$ cat config.mk
export PLATFORM = sky130hd
export DESIGN_NAME = matrix_result_streamer
export DESIGN_NICKNAME = d
export VERILOG_FILES = /design/src/rtl/matrix_stream_pkg.sv /design/src/rtl/matrix_elem_mux.sv /design/src/rtl/matrix_result_streamer.sv
export SDC_FILE = /design/constraint.sdc
export NUM_CORES = 1
export LEC_CHECK = 0
export CELL_PAD_IN_SITES_DETAIL_PLACEMENT = 1
export CELL_PAD_IN_SITES_GLOBAL_PLACEMENT = 1
export CORE_AREA = 2 2 135 203
export DETAILED_ROUTE_END_ITERATION = 12
export DIE_AREA = 0 0 137 205
export GPL_ROUTABILITY_DRIVEN = 0
export GPL_TIMING_DRIVEN = 0
export PLACE_DENSITY_LB_ADDON = 0.15
export SYNTH_ARGS = -nofsm -noshare
export SYNTH_HDL_FRONTEND = slang
export SYNTH_HIERARCHICAL = 1
export SYNTH_SLANG_ARGS = --single-unit
$ cat constraint.sdc
create_clock -name clk -period 6 [get_ports clk]
set_input_delay 1.5 -clock clk [delete_from_list [all_inputs] [get_ports clk]]
set_output_delay 1.5 -clock clk [all_outputs]
set_load 0.02 [all_outputs]
$ cat src/rtl/matrix_stream_pkg.sv
// Shared definitions for the matrix result streamer: FSM encoding and the
// flat-bus packing rule used by the multiplier, streamer and benches.
package matrix_stream_pkg;

    localparam logic [1:0] S_IDLE   = 2'd0;
    localparam logic [1:0] S_STREAM = 2'd1;
    localparam logic [1:0] S_DONE   = 2'd2;

    typedef enum logic [1:0] {
        ST_IDLE   = S_IDLE,
        ST_STREAM = S_STREAM,
        ST_DONE   = S_DONE
    } state_t;

    // Bit offset of element (r,c); element (0,0) occupies the top ELEM_W bits.
    function automatic int elem_lsb(input int r, input int c, input int rows,
                                    input int cols, input int elem_w);
        return (rows * cols - 1 - (r * cols + c)) * elem_w;
    endfunction

endpackage

$ cat src/rtl/matrix_elem_mux.sv
// Combinational (row,col) element selector over a flattened ROWS x COLS matrix.
module matrix_elem_mux
    import matrix_stream_pkg::*;
#(
    parameter int ROWS   = 5,
    parameter int COLS   = 5,
    parameter int ELEM_W = 8,
    parameter int IDX_W  = 3
) (
    input  logic [ROWS*COLS*ELEM_W-1:0] mat,
    input  logic [IDX_W-1:0]            row,
    input  logic [IDX_W-1:0]            col,
    output logic [ELEM_W-1:0]           elem
);

    // NOTE: every output of an always_comb gets a default before any branch,
    // otherwise a coordinate with no match would infer a latch.
    always_comb begin
        elem = '0;
        for (int r = 0; r < ROWS; r++) begin
            for (int c = 0; c < COLS; c++) begin
                if (row == IDX_W'(r) && col == IDX_W'(c)) begin
                    elem = mat[elem_lsb(r, c, ROWS, COLS, ELEM_W) +: ELEM_W];
                end
            end
        end
    end

endmodule

$ cat src/rtl/matrix_result_streamer.sv
// Captures a flat result matrix and streams it one element per valid/ready beat.
// Define COL_MAJOR_EN for column-major traversal (default is row-major).
module matrix_result_streamer
    import matrix_stream_pkg::*;
#(
    parameter  int ROWS    = 5,
    parameter  int COLS    = 5,
    parameter  int ELEM_W  = 8,
    localparam int MAT_LEN = ROWS * COLS * ELEM_W,
    localparam int MAX_DIM = (ROWS > COLS) ? ROWS : COLS,
    localparam int IDX_W   = ($clog2(MAX_DIM) > 1) ? $clog2(MAX_DIM) : 1
) (
    input  logic               clk,
    input  logic               rst,
    input  logic               start,
    input  logic [MAT_LEN-1:0] mat_in,
    output logic               busy,
    output logic               out_valid,
    input  logic               out_ready,
    output logic [ELEM_W-1:0]  out_data,
    output logic [IDX_W-1:0]   out_row,
    output logic [IDX_W-1:0]   out_col,
    output logic               out_last,
    output logic               done
);

    state_t             state, state_nx;
    logic [MAT_LEN-1:0] shadow;
    logic [IDX_W-1:0]   row, col;
    logic               handshake, at_last, row_end, col_end;

    assign row_end   = (row == IDX_W'(ROWS - 1));
    assign col_end   = (col == IDX_W'(COLS - 1));
    assign at_last   = row_end && col_end;
    assign handshake = out_valid && out_ready;

    // NOTE: sequential state uses non-blocking assignments so every register
    // samples pre-edge values regardless of statement order.
    always_ff @(posedge clk or negedge rst) begin
        if (!rst) state <= ST_IDLE;
        else      state <= state_nx;
    end

    always_comb begin
        state_nx  = state;
        busy      = 1'b1;
        out_valid = 1'b0;
        done      = 1'b0;
        case (state)
            ST_IDLE: begin
                busy = 1'b0;
                if (start) state_nx = ST_STREAM;
            end
            ST_STREAM: begin
                out_valid = 1'b1;
                if (handshake && at_last) state_nx = ST_DONE;
            end
            ST_DONE: begin
                done     = 1'b1;
                state_nx = ST_IDLE;
            end
            default: begin
                busy     = 1'b0;
                state_nx = ST_IDLE;
            end
        endcase
    end

    // NOTE: the shadow register is cleared on reset so out_data reads zero
    // before the first capture, not leftover contents.
    always_ff @(posedge clk or negedge rst) begin
        if (!rst) begin
            shadow <= '0;
            row    <= '0;
            col    <= '0;
        end else if (state == ST_IDLE && start) begin
            shadow <= mat_in;
            row    <= '0;
            col    <= '0;
        end else if (handshake && !at_last) begin
`ifdef COL_MAJOR_EN
            if (row_end) begin
                row <= '0;
                col <= col + IDX_W'(1);
            end else begin
                row <= row + IDX_W'(1);
            end
`else
            if (col_end) begin
                col <= '0;
                row <= row + IDX_W'(1);
            end else begin
                col <= col + IDX_W'(1);
            end
`endif
        end
    end

    matrix_elem_mux #(
        .ROWS   (ROWS),
        .COLS   (COLS),
        .ELEM_W (ELEM_W),
        .IDX_W  (IDX_W)
    ) u_mux (
        .mat  (shadow),
        .row  (row),
        .col  (col),
        .elem (out_data)
    );

    assign out_row  = row;
    assign out_col  = col;
    assign out_last = out_valid && at_last;

endmodule

==> summary.txt, run 1 <==
Status
  – Status: complete, no violations

Critical path
  – Startpoint Class: flip-flop
  – CP dominant cell by count: clkbuf_1
  – Crit path max-delay family: buffers and inverters
  – Critical Path Fanout Max: 10
  – Reg2Reg Launch Point: state[0]
  – CP endpoint kind: output port
  – Critical path origin: out_col[1]
  – Cell with the largest stage delay on the worst path: clkbuf_1
  – Worst path max stage delay: 660 ps
  – WS Path Type: reg2out
  – WP buf/inv: 4
  – Worst path required time: 4500 ps
  – Critical Path AT: 4420 ps
  – Crit-path cells: clkbuf_2 > clkbuf_1 > nor2_1 > clkbuf_1 > a2111oi_0 > a211oi_1 > nand2_1 > nand3_1 > clkdlybuf4s50_1

Cells and area
  – FILL cells: 3178
  – Area of the multi-input gates: 4860 sq um
  – Layout cells sized above 1: 7.63%
  – Area Growth Syn to Fin: 31.5%
  – Core Util, Final: 53.1%
  – Commonest non-fill, non-tap cell in the layout: nand2_1
  – Final nets: 1733
  – Finished layout cell area: 14000 sq um
  – Highest-count cells in the layout ignoring fill and taps: 648 x nand2_1, 220 x clkdlybuf4s50_1, 208 x dfrtp_1
  – Reg area: 5200 sq um

Detailed routing
  – Via count: 10200
  – # DRC: 0
  – Per-cell routed wire length: 21.6 um
  – DR pass1 iterations: 5
  – Final ANT Viol Nets: 0
  – Initial drt markers: 643
  – Vias per std cell: 5.44
  – WL final: 40300 um

Power
  – Power Density: 481 nW/um^2
  – Total power draw: 6.71 mW
  – Maximum vdd ir drop: 0.285 mV
  – Pleak: 6.62 nW

Clock tree
  – Clk sinks: 208
  – Cts hold-fix bufs: 0
  – Clock transition at path regs: 60 ps
  – CTS tree: done
  – Cts bufs inserted: 21
  – CTS root buffer: clkbuf_16
  – Longest Clk Path Bufs: 3
  – Clk_lat worst skew: 520 ps
  – # H-tree levels: 1

Yosys
  – Largest family of logic cells by synthesized area: simple AND/OR/NAND/NOR gates
  – Async S/R FF share, synth: 100%
  – Synthesized area per cell: 8.33 sq um
  – Compound-cell area share of the yosys netlist: 11.4%
  – Synth Area in XOR/XNOR: 0%
  – Post-Syn Instances: 1275
  – Main flop type after synthesis: dfrtp_1
  – Yosys warning total: 6
  – EDFF count, synth: 0
  – #FFs+latches synth: 208
  – Syn Nets: 1488
  – Synth Area in Simple Gates: 29.6%
  – Area share of fa/ha/maj cells after synthesis: 1.06%
  – Synthesized cell area: 10600 sq um
  – Register area share after synthesis: 49.0%
  – Mux cell area share after synthesis: 3.75%
  – Synth unique cells: 68

STA
  – Setup violators final: 0
  – Fmax: 169 MHz
  – Clock Skew: 15.7 ps
  – RSZ-0062 raised after global routing: no
  – Fin. Hold Viols: 0
  – Period Utilization, post-route: 98.7%
  – Worst Tran Pin Value: 1020 ps
  – Relative slew slack: 31.3%
  – Total Neg Setup Slack: 0 ps
  – Final slew viol count: 0
  – Final min period: 5920 ps

Floorplan
  – I/O pins: 222
  – Num rows: 73
  – Full die area: 28100 sq um
  – Initial Util: 40.4%
  – Core area: 26300 sq um
  – Die W: 137 um
  – Die height: 205 um

Global routing
  – Global-route wire length before repair: 60900 um
  – Global route overflow: 0
  – Largest net degree at the start of global routing: 123
  – Initial antenna violation count: 1
  – Vias in the first global route: 11100
  – GRT Total Usage: 29.0%

Run
  – Max-cap violations: 0

Placement
  – HPWL Detailed: 31000 um
  – Port bufs: 221
  – Placed Instance Area: 13300 sq um

Hold path
  – Hold Path Class: reg2reg
  – Hold path startpoint: shadow[108]
flip-flops by register name (all words and copies together) (netlist names):
register,count
out_col,3
out_row,3
shadow,200
state,2
worst reg2reg max path, cell delays in order, from the launching register on:
cell	delay (ps)
dfrtp_1	400
inv_1	100
ha_1	220
nand2_1	190
buf_2	310
buf_2	320
nand2_1	110
nand2_1	90
layer usage:
layer  global-route usage, %  share of wire [%]  vias up
li1                        -                  -     4700
met1                    31.6                 36     4978
met2                    53.9                 53      388
met3                    3.39                5.1      113
met4                    15.2                5.7        0
met5                       0                  0        -
area by class of cell:
class	count	area share [%]
inverter	13	0.350
buffer	85	3.68
timing repair buffer	222	16.1
clock buffer	32	4.42
tap	337	3.02
antenna	1	0.0179
sequential	208	37.3
clock inverter	4	0.350
multi-input combinational	969	34.8
per-stage QoR:
step                cells  hold WS, ps  setup WS (ps)
finish               1871          473           80.1
global route         1871          507            102
CTS                  1870          478           61.2
detailed placement   1834          462            625
global placement     1833          453          -5320
floorplan            1275          437           1980
final timing paths:
check,cells past startpoint,slack (ps),end
hold reg to reg,2,470,shadow[108]
max in group asynchronous,2,3970,shadow[169]
min in group asynchronous,1,970,shadow[15]
setup / recovery,9,80,out_data[0]
setup reg to reg,7,4200,shadow[132]
hold / removal,2,470,shadow[108]
report_power, final:
| group | total (mW) | switching (mW) | internal [mW] |
|---|---|---|---|
| clock | 1.32 | 0.568 | 0.750 |
| combinational | 2.83 | 1.74 | 1.09 |
| sequential | 2.56 | 0.500 | 2.06 |
| total | 6.71 | 2.81 | 3.91 |
timing repair:
action	in CTS	in global routing
setup endpoints to repair	0	2
gates resized for setup	0	7
buffers inserted	0	0
cell usage after synthesis (3+ instances only):
library cell | n | area (sq um)
o211ai_1 | 12 | 90.1
nand3_1 | 22 | 110
mux2_2 | 8 | 90.1
and3_1 | 3 | 18.8
o22ai_1 | 11 | 68.8
mux2i_1 | 15 | 150
o32ai_1 | 5 | 43.8
o2bb2ai_1 | 3 | 26.3
nor2b_1 | 8 | 50.1
a32oi_1 | 4 | 35.0
nor2_1 | 31 | 116
a221oi_1 | 10 | 87.6
nor3b_1 | 3 | 22.5
nand2b_1 | 10 | 62.6
nor4b_1 | 4 | 35.0
nand2_1 | 648 | 2430
nor3_1 | 9 | 45.0
a22oi_1 | 4 | 30.0
dfrtp_1 | 208 | 5200
a32o_1 | 4 | 40.0
a21oi_1 | 28 | 140
o21ai_0 | 29 | 145
a222oi_1 | 4 | 40.0
clkbuf_1 | 30 | 113
a211oi_1 | 10 | 75.1
and3b_1 | 4 | 35.0
inv_1 | 13 | 48.8
ha_1 | 9 | 113
nand4_1 | 3 | 18.8
and2_1 | 8 | 50.1
o31ai_1 | 3 | 22.5
a2111oi_0 | 3 | 26.3
mux4_2 | 7 | 158
o2111ai_1 | 6 | 52.6
buf_6 | 19 | 214
buf_2 | 34 | 170
cells by family after synthesis:
group                    Yosys count
buffers and inverters             98
adder cells (fa/ha/maj)            9
AND/OR/NAND/NOR                  767
AO/OA/AOI/OAI                    163
flip-flops                       208
multiplexers                      30
(Power assumes the default switching activity.)
==> run 2, diff against run 1 <==
Settings changed: ABC_AREA set to 1, CORE_AREA 2 2 135 203 to 2 2 133 200, DIE_AREA 0 0 137 205 to 0 0 135 202.
==> run 2 against run 1 <==
Register-to-register slack gained 30 ps. Critical endpoint is now out_data[3]. Synthesized cell count grew 2.7%. Clock power grew 6%. Critical path type unchanged. Global-route usage shrank 5.5 points. Count of clock-buffer cells in the layout grew 2. Synthesized area shrank 7.7%. Largest cell class unchanged. First-iteration DRC count shrank 56%. Total power shrank 9.4%. Sequential cell count is the same. Sequential power shrank 5%. Worst hold slack gained 1.5 ps.
==> summary.txt, run 2 <==
Hold path
  – Hold path startpoint: shadow[55] (was shadow[108])
  – Hold Path Class: reg2reg (unchanged)
  – Hold Path End: shadow[55] (was shadow[108])
  – Worst Hold Depth: 2 (unchanged)

Cells and area
  – Area Growth Syn to Fin: 34.6% (was 31.5%)
  – Highest-count cells in the layout ignoring fill and taps: 782 x nand2_1, 220 x clkdlybuf4s50_1, 208 x dfrtp_1 (was 648 x nand2_1, 220 x clkdlybuf4s50_1, 208 x dfrtp_1)
  – Commonest non-fill, non-tap cell in the layout: nand2_1 (unchanged)
  – Core Util, Final: 51.6% (was 53.1%)
  – Antenna cell count: 0 (was 1)
  – Final nets: 1770 (was 1733)
  – Largest register by flop count: shadow (unchanged)
  – Layout cells sized above 1: 6.43% (was 7.63%)
  – Number of flip-flops in the largest register: 200 (unchanged)

Global routing
  – Global-route wire length before repair: 50400 um (was 60900 um)
  – Global route overflow: 0 (unchanged)
  – Vias in the first global route: 9935 (was 11100)
  – Largest net degree at the start of global routing: 116 (was 123)
  – GRT Total Usage: 23.5% (was 29.0%)
  – Initial antenna violation count: 0 (was 1)

Floorplan
  – Die W: 135 um (was 137 um)
  – Full die area: 27300 sq um (was 28100 sq um)
  – Num rows: 72 (was 73)
  – Initial Util: 38.3% (was 40.4%)
  – I/O pins: 222 (unchanged)
  – Die height: 202 um (was 205 um)
  – Core area: 25600 sq um (was 26300 sq um)

Yosys
  – Synth top area cells: dfrtp_1 53%, nand2_1 30%, nor2_1 2.9% (was dfrtp_1 49%, nand2_1 23%, buf_6 2.0%)
  – Yosys top cell by area: dfrtp_1 (unchanged)
  – Yosys warning total: 6 (unchanged)
  – Register area share after synthesis: 53.1% (was 49.0%)
  – Post-Syn Instances: 1310 (was 1275)
  – Syn Nets: 1523 (was 1488)
  – Synth unique cells: 31 (was 68)
  – Async S/R FF share, synth: 100% (unchanged)
  – Synthesized cell area: 9800 sq um (was 10600 sq um)
  – EDFF count, synth: 0 (unchanged)
  – #FFs+latches synth: 208 (unchanged)
  – Main flop type after synthesis: dfrtp_1 (unchanged)
  – Commonest cells post-synth: 782 x nand2_1, 208 x dfrtp_1, 76 x nor2_1 (was 648 x nand2_1, 208 x dfrtp_1, 34 x buf_2)
  – Count leader, synth: nand2_1 (unchanged)
  – Area share of the largest cell type after synthesis: 53.1% (was 49.0%)
  – Synthesized area per cell: 7.48 sq um (was 8.33 sq um)

Critical path
  – Cell with the largest stage delay on the worst path: clkdlybuf4s50_1 (was clkbuf_1)
  – Reg2Reg Launch Point: out_row[0] (was state[0])
  – Crit path max-delay family: simple AND/OR/NAND/NOR gates (was buffers and inverters)
  – R2R Path End: out_col[0] (was shadow[132])
  – Crit path depth: 16 (was 9)
  – WP buf/inv: 2 (was 4)
  – WS Path Type: reg2out (unchanged)
  – Critical Path Fanout Max: 9 (was 10)
  – Crit-path cells: inv_2 > nand3_1 > nor2_1 > nand2_1 > nand4_1 > nand2_1 > nand3_1 > nand2_1 > nand4_1 > nor2_1 > nand4_1 > nor2_1 > nand4_1 > nor2_1 > nand3_1 > clkdlybuf4s50_1 (was clkbuf_2 > clkbuf_1 > nor2_1 > clkbuf_1 > a2111oi_0 > a211oi_1 > nand2_1 > nand3_1 > clkdlybuf4s50_1)
  – CP endpoint kind: output port (unchanged)
  – Worst path required time: 4500 ps (about the same)
  – Critical Path AT: 4060 ps (was 4420 ps)
  – Worst path max stage delay: 550 ps (was 660 ps)
  – R2r setup slk: 4230 ps (was 4200 ps)
  – Startpoint Class: flip-flop (unchanged)
  – R2r worst-path depth: 8 (was 7)

Clock tree
  – Post-CTS resize count: 0 (unchanged)
  – Clk sinks: 208 (unchanged)
  – Longest Clk Path Bufs: 3 (unchanged)
  – # H-tree levels: 1 (unchanged)
  – Clock transition at path regs: 60 ps (about the same)
  – Postcts setup bufs: 0 (unchanged)
  – CTS tree: done (unchanged)
  – Cts hold-fix bufs: 0 (unchanged)
  – Cts bufs inserted: 23 (was 21)
  – Clk_lat worst skew: 500 ps (was 520 ps)
  – CTS root buffer: clkbuf_16 (unchanged)

Detailed routing
  – Final ANT Viol Nets: 0 (unchanged)
  – DR pass1 iterations: 4 (was 5)
  – # DRC: 0 (unchanged)
  – Vias per std cell: 4.81 (was 5.44)
  – Initial drt markers: 284 (was 643)
  – Per-cell routed wire length: 16.7 um (was 21.6 um)
  – WL final: 31700 um (was 40300 um)
  – Via count: 9158 (was 10200)

STA
  – Worst Tran Pin Value: 733 ps (was 1020 ps)
  – Setup violators final: 0 (unchanged)
  – Fin. Hold Viols: 0 (unchanged)
  – Final min period: 5560 ps (was 5920 ps)
  – Fmax: 180 MHz (was 169 MHz)
  – Clock Skew: 8.68 ps (was 15.7 ps)
  – Final slew viol count: 0 (unchanged)
  – Relative slew slack: 51.1% (was 31.3%)
  – Period Utilization, post-route: 92.6% (was 98.7%)
  – RSZ-0062 raised after global routing: no (unchanged)
  – WHS: 475 ps (was 473 ps)
  – Total Neg Setup Slack: 0 ps (unchanged)

Power
  – Total power draw: 6.08 mW (was 6.71 mW)
  – Pleak: 6.65 nW (was 6.62 nW)
  – Clock power share: 23.1% (was 19.6%)
  – Power Density: 461 nW/um^2 (was 481 nW/um^2)
  – Maximum vdd ir drop: 0.254 mV (was 0.285 mV)
  – Comb power frac: 36.9% (was 42.2%)
  – Int Pwr: 3.72 mW (was 3.91 mW)
  – Net Sw Frac: 38.9% (was 41.8%)
  – Sw Pwr: 2.37 mW (was 2.81 mW)
  – Sequential share of power: 40.0% (was 38.2%)

Status
  – Status: complete, no violations (unchanged)

Placement
  – Port bufs: 221 (unchanged)
  – HPWL Detailed: 23700 um (was 31000 um)

Run
  – Max-cap violations: 0 (unchanged)
[run 2: cell types whose count changed in the layout (fill, tap and decap cells not counted), sizes merged, moves of 17 or more]
cell,change
buf,-17
clkbuf,-22
nor2,+53
o21ai,-25
inv,+43
nand4,+33
nand2,+135
[run 2: power by group through the flow]
stage / sequential, mW / combinational [mW] / clock (mW)
final: 2.43 / 2.24 / 1.40
after global routing: 2.52 / 2.52 / 1.50
after CTS: 2.43 / 2.28 / 1.44
after detailed placement: 2.44 / 2.26 / 0
after global placement: 2.43 / 2.19 / 0
after floorplan: 2.35 / 1.36 / 0
[run 2: how the worst max path moves through the flow]
stage	startpoint	endpoint	slack (ps)
floorplan	out_row[2]	out_data[3]	2460
global placement	rst	shadow[68]	-5600
detailed placement	out_col[0]	out_data[3]	1030
CTS	out_col[0]	out_data[4]	470
global route	out_col[2]	out_data[3]	260
finish	out_col[0]	out_data[3]	440
[run 2: tightest hold or removal path: stages (launching register included)]
cell	delay (ps)
dfrtp_1	340
nand2_1	50
nand2_1	50
[run 2: area by class of cell]
type / count / area [sq um]
flip-flops and latches: 208 / 5200
plain buffers: 44 / 230
well taps: 333 / 417
clock buffers: 34 / 657
repair buffers: 222 / 2240
clock inverters: 5 / 75.1
inverters: 57 / 216
fillers: 3218 / 12400
multi-input cells: 1001 / 4150
[run 2: routing by layer]
metal | vias to the layer above | part of all wire (%) | wire (um) | track usage, %
li1 | 4508 | - | - | -
met4 | 0 | 2.9 | 907 | 6.77
met2 | 196 | 53 | 16800 | 44.1
met5 | - | 0 | 0 | 0
met3 | 51 | 3.9 | 1240 | 2.58
met1 | 4403 | 40 | 12800 | 27.9
[run 2: cell families (layout without fill, tap and decap cells)]
logic type	count (synthesis)	in the layout	share of synthesized area (%)
AOI/OAI and AO/OA	27	27	1.39
xor gates and xnor gates	2	2	0.179
adders and majority gates	9	9	1.15
buffers and inverters	101	362	4.56
DFF	208	208	53.1
and+or+nand+nor	963	963	39.6
[run 2: through the flow]
step	instances	setup slack (ps)	cell area, sq um
2_1_floorplan	1310	2460	9800
3_3_place_gp	1864	-5600	12400
3_5_place_dp	1865	1030	12500
4_1_cts	1904	473	13200
5_1_grt	1904	260	13200
6_report	1904	442	13200
